===== config.mk =====
export PLATFORM = sky130hd
export DESIGN_NAME = chord_song_reader
export DESIGN_NICKNAME = d
export VERILOG_FILES = /design/src/rtl/song_pkg.sv /design/src/rtl/chord_song_rom.sv /design/src/rtl/chord_song_reader.sv
export SDC_FILE = /design/constraint.sdc
export NUM_CORES = 1
export LEC_CHECK = 0
export ABC_AREA = 1
export BUFFER_PORTS_ARGS = -buffer_cell sky130_fd_sc_hd__buf_2
export CORE_MARGIN = 4
export CORE_UTILIZATION = 50
export DETAILED_ROUTE_END_ITERATION = 16
export GPL_ROUTABILITY_DRIVEN = 0
export PLACE_DENSITY_LB_ADDON = 0.08
export REMOVE_ABC_BUFFERS = 1
export SYNTH_ARGS = -nofsm -noshare
export SYNTH_HDL_FRONTEND = slang
export SYNTH_SLANG_ARGS = --single-unit

===== constraint.sdc =====
create_clock -name clk -period 2.2 [get_ports clk]
set_input_delay 0.44 -clock clk [delete_from_list [all_inputs] [get_ports clk]]
set_output_delay 0.44 -clock clk [all_outputs]
set_load 0.01 [all_outputs]

===== src/rtl/song_pkg.sv =====
// Shared types and ROM word layout for the chord song sequencer.
package song_pkg;

  typedef enum logic [2:0] {
    S_IDLE,
    S_FETCH,
    S_DECODE,
    S_ISSUE,
    S_DELAY,
    S_ADVANCE,
    S_DONE
  } state_t;

  localparam int WORD_BITS = 16;
  localparam int NOTE_MSB  = 15;
  localparam int NOTE_LSB  = 10;
  localparam int DUR_MSB   = 9;
  localparam int DUR_LSB   = 4;
  localparam int DELAY_MSB = 3;
  localparam int DELAY_LSB = 0;

  localparam logic [WORD_BITS-1:0] END_MARKER = 16'h0000;
  localparam int SONG_LEN = 32;

endpackage


===== src/rtl/chord_song_rom.sv =====
// Song ROM with synchronous read; data appears the cycle after the address.
module chord_song_rom
  import song_pkg::*;
#(
  parameter int SONG_BITS = 2,
  parameter int IDX_BITS  = 5
) (
  input  logic                          clk,
  input  logic [SONG_BITS+IDX_BITS-1:0] addr,
  output logic [WORD_BITS-1:0]          data
);

  localparam int AW = SONG_BITS + IDX_BITS;

  // Song table: 0 = C-E-G stacked chord, 1 = 32-note run with no marker,
  // 2 = short phrase with a rest, 3 = empty song.
  function automatic logic [WORD_BITS-1:0] song_word(input logic [AW-1:0] a);
    logic [SONG_BITS-1:0] s;
    logic [IDX_BITS-1:0]  i;
    logic [WORD_BITS-1:0] w;
    s = a[AW-1:IDX_BITS];
    i = a[IDX_BITS-1:0];
    w = END_MARKER;
    case (int'(s))
      0: begin
        case (int'(i))
          0:       w = {6'd24, 6'd8, 4'd0};
          1:       w = {6'd28, 6'd8, 4'd0};
          2:       w = {6'd31, 6'd8, 4'd4};
          default: w = END_MARKER;
        endcase
      end
      1:       w = {6'(i) + 6'd10, 6'(i) + 6'd1, 4'd0};
      2: begin
        case (int'(i))
          0:       w = {6'd40, 6'd4, 4'd1};
          1:       w = {6'd0,  6'd2, 4'd0};
          2:       w = {6'd45, 6'd3, 4'd0};
          default: w = END_MARKER;
        endcase
      end
      default: w = END_MARKER;
    endcase
    return w;
  endfunction

  always_ff @(posedge clk) begin
    data <= song_word(addr);
  end

endmodule


===== src/rtl/chord_song_reader.sv =====
// Walks the song ROM and hands notes to the chord player one new_note at a time.
//
// state   | meaning
// IDLE    | idx held at 0, waiting for play; latches song on exit
// FETCH   | ROM address {song_q, idx} presented
// DECODE  | ROM word captured; end marker ends the song
// ISSUE   | waits for play and player_ready, then issues the note
// DELAY   | counts beats (only while playing) before the next fetch
// ADVANCE | steps idx, or ends the song after the last entry
// DONE    | song_done high until play drops
module chord_song_reader
  import song_pkg::*;
#(
  parameter int SONG_BITS = 2,
  parameter int IDX_BITS  = 5
) (
  input  logic                 clk,
  input  logic                 reset_n,
  input  logic                 play,
  input  logic [SONG_BITS-1:0] song,
  input  logic                 beat,
  input  logic                 player_ready,
  output logic [5:0]           note,
  output logic [5:0]           duration,
  output logic                 new_note,
  output logic                 song_done
);

  state_t                  state, state_d;
  logic [IDX_BITS-1:0]     idx;
  logic [SONG_BITS-1:0]    song_q;
  logic [WORD_BITS-1:0]    word_q;
  logic [WORD_BITS-1:0]    rom_data;
  logic [3:0]              delay_cnt;
  logic                    issue, idx_clr, idx_inc, latch_song, cnt_dec, word_ld;
  logic                    song_change;

  chord_song_rom #(
    .SONG_BITS (SONG_BITS),
    .IDX_BITS  (IDX_BITS)
  ) u_rom (
    .clk  (clk),
    .addr ({song_q, idx}),
    .data (rom_data)
  );

  assign song_change = (state != S_IDLE) && (state != S_DONE) && (song != song_q);

  always_comb begin
    state_d    = state;
    issue      = 1'b0;
    idx_clr    = 1'b0;
    idx_inc    = 1'b0;
    latch_song = 1'b0;
    cnt_dec    = 1'b0;
    word_ld    = 1'b0;
    // A song change aborts whatever is in flight, including a pending issue.
    if (song_change) begin
      state_d = S_IDLE;
      idx_clr = 1'b1;
    end else begin
      case (state)
        S_IDLE: begin
          idx_clr = 1'b1;
          if (play) begin
            latch_song = 1'b1;
            state_d    = S_FETCH;
          end
        end
        S_FETCH:  state_d = S_DECODE;
        S_DECODE: begin
          word_ld = 1'b1;
          state_d = (rom_data == END_MARKER) ? S_DONE : S_ISSUE;
        end
        S_ISSUE: begin
          if (play && player_ready) begin
            issue   = 1'b1;
            state_d = (word_q[DELAY_MSB:DELAY_LSB] == 4'd0) ? S_ADVANCE : S_DELAY;
          end
        end
        S_DELAY: begin
          if (delay_cnt == 4'd0) begin
            state_d = S_ADVANCE;
          end else if (play && beat) begin
            cnt_dec = 1'b1;
            if (delay_cnt == 4'd1) state_d = S_ADVANCE;
          end
        end
        S_ADVANCE: begin
          if (idx == IDX_BITS'(SONG_LEN - 1)) begin
            state_d = S_DONE;
          end else begin
            idx_inc = 1'b1;
            state_d = S_FETCH;
          end
        end
        S_DONE: begin
          if (!play) state_d = S_IDLE;
        end
        default: state_d = S_IDLE;
      endcase
    end
  end

  always_ff @(posedge clk or negedge reset_n) begin
    if (!reset_n) begin
      state     <= S_IDLE;
      idx       <= '0;
      song_q    <= '0;
      word_q    <= '0;
      delay_cnt <= '0;
      note      <= '0;
      duration  <= '0;
      new_note  <= 1'b0;
    end else begin
      state    <= state_d;
      new_note <= issue;
      if (latch_song) song_q <= song;
      if (idx_clr) begin
        idx <= '0;
      end else if (idx_inc) begin
        idx <= idx + IDX_BITS'(1);
      end
      if (word_ld) word_q <= rom_data;
      if (issue) begin
        note      <= word_q[NOTE_MSB:NOTE_LSB];
        duration  <= word_q[DUR_MSB:DUR_LSB];
        delay_cnt <= word_q[DELAY_MSB:DELAY_LSB];
      end else if (cnt_dec) begin
        delay_cnt <= delay_cnt - 4'd1;
      end
    end
  end

  assign song_done = (state == S_DONE);

endmodule


==> impl_results.md, run 1 <==
* Synth Area in XOR/XNOR at 1.323%
* Critical path's slowest cell: dfrtp_1
* Crit path DAT at 2.07 ns
* Share of cells above drive strength 1 at 14.53%
* DR vias/cell at 4.746
* Grt ovf at 0
* Max Cap Violations at 0
* Largest vdd supply drop at 0.4880 mV
* Post-DP HPWL at 3570 um
* Root buffer cell: clkbuf_8
* Pin slew with the least headroom to its limit at 0.5112 ns
* DRT Wirelength at 4718 um
* Syn Inst Count at 329
* PostCTS Resize Cnt at 0
* Clock slew at reported path FFs at 0.09 ns
* Drt drc at 0
* Drt first pass iters at 4
* CTS tree: yes
* Synth warn at 0
* Tmin final at 1.861 ns
* Die area at 0.006523 mm^2
* Critical Path End Type: flop
* Antenna diodes at 0
* Overall routing resource usage at 16.49%
* Nets at 365
* Pre-CTS WS at 0.3691 ns
* Cell variety after synth at 29
* Max clock buf depth at 2
* Crit-path leading delay family: flip-flops
* Synth Area in Compound Gates at 8.223%
* Die height at 80.77 um
* Main combinational cell family by area after synthesis: simple AND/OR/NAND/NOR gates
* Initial antenna violation count at 0
* Status: finished, final reports clean
* Hold bufs inserted after CTS at 0
* CP Launch Type: flop
* Initial Utilization at 51.84%
* WS Path Type: flop to flop
* Area growth, synth to finish at 8.412%
* Worst-path maximum fanout at 6
* Postcts setup bufs at 0
* Predominant post-synthesis flop cell: dfrtp_1
* Power per cell area at 1227 mW/mm^2
* Tcrit/Tclk final at 84.59%
* Buffers and inverters on the worst path at 2
* H-tree depth at 2
* Final Hold Fails at 0
* DR iter-0 viols at 132
* Upper clock frequency limit at 537.4 MHz
* Synth area leaders: dfrtp_1, nand2_1, dfxtp_1
* Mean Syn Cell Area at 8.047 um^2
* Vias in the first global route at 1905
* Cell Chain, Critical Path: ha_1, nand2_1, nor2_1, ha_1, inv_1, nand4_1, inv_1, nor2_1, a211oi_1
* Rel. slew slack at 65.92%
* CTS Sinks at 55
* Worst-Skew Late Latency at 0.30 ns
* Setup TNS at 0 ns
* Largest net degree at the start of global routing at 42
* ANT nets after route at 0
* Fillers at 516
* Required time worst endpoint at 2.41 ns
* Number of buffers created by CTS at 5
* Cell Rows at 26
* Top cell type's share of synthesized area at 38.75%
* Ys async rst share at 74.55%
* PortBufs at 20
* Synth Area in Adders at 3.781%
* Static Leak at 1.519 nW
* Register area share after synthesis at 49.34%
* Synthesized cell area at 0.002648 mm^2
* Yosys reg bits at 55
* Hold crit path type: input pin to asynchronous set/reset pin
* Final slew viol count at 0
* Boundary Pins at 21
* Final setup margin at 0.3391 ns
* Core Area at 0.005107 mm^2
* Setup Viol. Count Final at 0
* RSZ-0062 raised after global routing: false
* Post-synth EDFFs at 0
* Clock skew at 0.004681 ns
* Global-route wire length before repair at 8535 um
* Die Wd at 80.77 um
* CP peak stage delay at 0.46 ns
* Synth area leader: dfrtp_1
* Avg WL per Cell at 11.21 um
* Synth Area in Simple Gates at 29.25%
* Via count at 1998
* Post-synthesis mux area share at 0%
Yosys cell counts (2+ instances only):
library cell  instances
nor2_2                6
buf_2                 2
a21oi_1               9
nand3_1              21
ha_1                  8
o21ai_1               7
buf_4                 3
xor2_1                4
inv_1                35
nor3_1                2
dfrtp_1              41
nand2_2               6
buf_6                 2
inv_2                 2
o22ai_1               4
o21ai_0              11
a21oi_2               4
nor2_1               34
dfxtp_1              14
nand2_1             102
nand4_1               4
routing by layer:
layer / up-vias / global-route usage [%] / routed length, um
met2: 27 / 26.99 / 2143
met3: 5 / 2.328 / 146
met1: 883 / 22.55 / 2361
met4: 0 / 5.574 / 65
li1: 1083 / - / -
met5: - / 0 / 0
cell families (layout without fill, tap and decap cells):
family	Yosys count	count (layout)
flops	55	55
buf+inv	45	67
xor+xnor	4	4
fa+ha+maj	8	8
compound gates	38	38
simple gates	179	179
per-stage QoR:
step	instances	util [%]	hold WS (ns)	power (W)	instance area [um^2]
6_report	421	56.20	0.1808	0.003523	2870
4_1_cts	421	56.20	0.2006	0.003562	2870
2_1_floorplan	321	-	0.1444	0.002583	2572
3_3_place_gp	413	54.34	0.4508	0.002960	2775
3_5_place_dp	413	54.34	0.4578	0.002988	2775
5_1_grt	421	56.20	0.2353	0.003845	2870
report_power, final:
| group | leakage, nW | switching (W) | internal [W] | total (W) |
|---|---|---|---|---|
| clock network | 0.0484 | 0.000313 | 0.000258 | 0.000571 |
| logic | 0.817 | 0.000927 | 0.000488 | 0.00141 |
| registers | 0.653 | 0.000215 | 0.00132 | 0.00154 |
| total | 1.52 | 0.00145 | 0.00207 | 0.00352 |
layout by cell type (no fill, tap or decap), types with 2 or more instances in the layout:
cell type / instances
buf_2: 20
nand4_1: 4
inv_1: 35
inv_2: 2
dfrtp_1: 41
nor3_1: 2
dfxtp_1: 14
a21oi_1: 9
xor2_1: 4
o22ai_1: 4
nor2_1: 34
nor2_2: 6
ha_1: 8
nand2_1: 102
nand3_1: 21
a21oi_2: 4
nand2_2: 6
o21ai_1: 7
buf_4: 2
o21ai_0: 11
clkbuf_8: 6
worst paths after layout:
| kind | from | end | slack [ns] | cells after the start |
|---|---|---|---|---|
| max | idx[0] | idx[3] | 0.34 | 9 |
| min | reset_n | note[5] | 0.18 | 2 |
| max reg2reg | idx[0] | idx[3] | 0.34 | 9 |
| min reg2reg | u_rom.data[8] | word_q[8] | 0.46 | 2 |
| max in group asynchronous | reset_n | idx[3] | 1.66 | 2 |
| min in group clk | song[0] | song_q[0] | 0.41 | 3 |
sequential cells by signal, summed over array words and instances (netlist names):
register and cells:
idx 5, state 3, u_rom.data 14, word_q 14
song_q 2, delay_cnt 4, duration 6, new_note 1
note 6
layout make-up:
class                   instances  area, um^2  share of cell area, %
clock buffers                   7       86.33                  3.008
well taps                      70       87.58                  3.051
flip-flops and latches         55        1306                  45.51
clock inverters                 1       8.758                 0.3051
inverters                      37       138.9                  4.839
multi-input cells             229        1127                  39.28
repair buffers                 22       115.1                  4.010
Note: power is estimated with default switching activity, not from simulation.
==> run 2: changes to the inputs <==
Settings changed: ABC_AREA 1 to 0.
Clock period 2.2 ns to 1.69 ns, I/O delays scaled along.
==> run 2 against run 1 <==
  * Combinational power rose by 13%
  * Cell area rose by 14%
  * Non-clock buffer count increased by 39
  * Sequential power increased by 15%
==> impl_results.md, run 2 <==
* RSZ-0062 raised after global routing: true
* Overall routing resource usage at 18.04% (+1.5 points)
* Synth area leaders: dfrtp_1, dfxtp_1, mux2_2
* Nets at 296 (-19%)
* Ys async rst share at 74.55% (unchanged)
* Largest vdd supply drop at 0.6635 mV (+36%)
* Share of cells above drive strength 1 at 41.84% (+27 points)
* Worst R2R Path Depth at 8 (-1)
* Drt drc at 0 (unchanged)
* Tmin final at 1.659 ns (-0.2017 ns)
* Cell variety after synth at 52 (+79%)
* Static Leak at 1.560 nW (+2.7%)
* CP Launch Type: flop
* Crit path DAT at 1.88 ns (-0.19 ns)
* Count leader, synth: dfrtp_1
* Number of buffers created by CTS at 5 (unchanged)
* Antenna diodes at 0 (unchanged)
* Predominant post-synthesis flop cell: dfrtp_1
* Placed cell count at 332 (-20%)
* Hold Path Stages at 2
* Worst-Skew Late Latency at 0.30 ns (about the same)
* Root buffer cell: clkbuf_8
* Synth warn at 0 (unchanged)
* Die Wd at 79.54 um (-1.5%)
* Post-synth top cells: dfrtp_1, mux2_2, nand2_1, dfxtp_1, nor2_1
* Die height at 79.54 um (-1.5%)
* Clock skew at 0.01176 ns (+0.007083 ns)
* Final slew viol count at 0 (unchanged)
* Boundary Pins at 21 (unchanged)
* Avg WL per Cell at 15.00 um (+34%)
* Most common cell after layout, fill and taps aside: dfrtp_1
* CTS tree: yes
* Vias in the first global route at 1866 (-2.0%)
* H-tree depth at 2 (unchanged)
* R2R setup slack at 0.03 ns (-0.31 ns)
* Register area at 0.001309 mm^2 (+0.19%)
* Regs by FF count: u_rom.data x14, word_q x14
* Drt first pass iters at 4 (unchanged)
* Die area at 0.006326 mm^2 (-3.0%)
* Clock slew at reported path FFs at 0.09 ns (about the same)
* Worst-path maximum fanout at 3 (-3)
* PortBufs at 20 (unchanged)
* Global-route wire length before repair at 8866 um (+3.9%)
* Post-synth EDFFs at 0 (unchanged)
* DR iter-0 viols at 135 (+2.3%)
* ANT nets after route at 0 (unchanged)
* Critical Path End Type: flop
* Pin slew with the least headroom to its limit at 0.4326 ns (-0.07855 ns)
* Via count at 1860 (-6.9%)
* Initial antenna violation count at 0 (unchanged)
* Hold crit path type: input pin to flop
* Core Area at 0.004848 mm^2 (-5.1%)
* Area growth, synth to finish at 27.48%
* Reg-to-reg endpoint: state[0]
* Hold Path Sink: song_q[0]
* Synth area leader: dfrtp_1
* Final Hold Fails at 0 (unchanged)
* Worst hold slack at 0.3258 ns (+0.1451 ns)
* Initial Utilization at 52.77% (+0.94 points)
* Grt ovf at 0 (unchanged)
* Max clock buf depth at 2 (unchanged)
* DR vias/cell at 5.330 (+12%)
* WS Path Type: flop to flop
* CTS Sinks at 55 (unchanged)
* Required time worst endpoint at 1.92 ns (-0.49 ns)
* R2r startpoint: idx[1]
* Setup Viol. Count Final at 0 (unchanged)
* Top cell type's share of synthesized area at 40.10% (+1.3 points)
* Area of the multi-input gates at 0.001261 mm^2 (+12%)
* Yosys reg bits at 55 (unchanged)
* Worst min-delay path startpoint: song[0]
* Register area share after synthesis at 51.05% (+1.7 points)
* Largest net degree at the start of global routing at 27 (-36%)
* Cell Rows at 25 (-3.8%)
* Power per cell area at 1293 mW/mm^2 (+5.4%)
* Most frequent cells in the layout: dfrtp_1, buf_4, buf_2
* Syn Inst Count at 219 (-33%)
* Post-DP HPWL at 3847 um (+7.7%)
* Synthesized cell area at 0.002559 mm^2 (-3.4%)
* Final Non-Filler Cells at 349 (-17%)
* Status: finished, final reports clean
* Fillers at 374 (-28%)
* Mean Syn Cell Area at 11.68 um^2 (+45%)
* Rel. slew slack at 71.16% (+5.2 points)
* Tcrit/Tclk final at 98.18% (+14 points)
* DRT Wirelength at 5234 um (+11%)
* Max Cap Violations at 0 (unchanged)
* Upper clock frequency limit at 602.7 MHz (+12%)
-- run 2: changes by cell type after synthesis, moves of 5 or more --
cell / delta
a21oi_1: -5
and2_1: +5
nand2_2: -6
nand2_1: -85
inv_1: -27
o21ai_1: -7
mux2_2: +18
nor2_2: -5
nand3_1: -16
nor2_1: -22
mux2_1: +10
-- run 2: logic make-up (layout without fill, tap and decap cells) --
group                    count (synthesis)  count (layout)  share of synthesized area (%)
adder cells (fa/ha/maj)                  8               8                          3.912
multiplexers                            31              31                          13.50
flip-flops                              55              55                          51.05
XOR/XNOR                                10              10                          4.010
buffers and inverters                   16              79                          3.276
AO/OA/AOI/OAI                           36              36                          10.95
AND/OR/NAND/NOR                         63              63                          13.30
-- run 2: what timing repair did --
action	CTS	global route
gates cloned	0	0
hold buffers	1	0
resized for setup	12	18
pin swaps	4	12
setup endpoints to repair	12	33
hold endpoints to repair	15	0
setup buffers	2	6
-- run 2: routing by layer --
layer | vias up | global-route usage [%] | wire [um]
met5 | - | 0 | 0
li1 | 896 | - | -
met4 | 0 | 5.155 | 41
met2 | 32 | 29.88 | 2627
met3 | 4 | 3.725 | 176
met1 | 928 | 23.82 | 2389
-- run 2: final cells by class --
class / instances / share of cell area (%)
clock buffers: 6 / 2.225
clock inverters: 2 / 1.189
inverters: 10 / 1.381
multi-input cells: 148 / 38.67
flip-flops and latches: 55 / 40.12
well taps: 67 / 2.570
repair buffers: 61 / 13.85
-- run 2: how the worst max path moves through the flow --
stage / from / end / slack (ns) / cells past startpoint
2_1_floorplan: idx[0] / idx[3] / -0.16 / 7
3_3_place_gp: idx[0] / state[0] / -0.05 / 8
3_5_place_dp: idx[0] / state[0] / -0.09 / 8
4_1_cts: state[2] / delay_cnt[3] / 0.004 / 5
5_1_grt: idx[1] / state[0] / -0.05 / 8
6_report: idx[1] / state[0] / 0.03 / 8
-- run 2: critical path, cell delays in order (launching register included) --
cell and delay, ns:
dfrtp_1 0.40, ha_2 0.18, and3_4 0.18, ha_4 0.16, inv_4 0.05, a21oi_2 0.04
o32a_1 0.14, a221o_1 0.31, mux2i_1 0.11
-- run 2: per-stage QoR --
step | instance area [um^2] | worst slack (ns) | TNS [ns] | utilization (%) | power [W]
2_1_floorplan | 2512 | -0.1562 | -0.7884 | - | 0.002592
3_3_place_gp | 2962 | -0.04963 | -0.06258 | 61.08 | 0.003139
3_5_place_dp | 2962 | -0.08638 | -0.1576 | 61.08 | 0.003191
4_1_cts | 3144 | 0.004078 | 0 | 64.85 | 0.004127
5_1_grt | 3262 | -0.05189 | -0.09769 | 67.28 | 0.004494
6_report | 3262 | 0.03078 | 0 | 67.28 | 0.004218
-- run 2: power breakdown --
| part | total (W) | leakage (nW) | switching [W] | internal [W] |
|---|---|---|---|---|
| Clock | 0.000852 | 0.0558 | 0.000404 | 0.000448 |
| Sequential | 0.00177 | 0.667 | 0.000188 | 0.00158 |
| Combinational | 0.00160 | 0.837 | 0.000787 | 0.000814 |
| Total | 0.00422 | 1.56 | 0.00138 | 0.00284 |
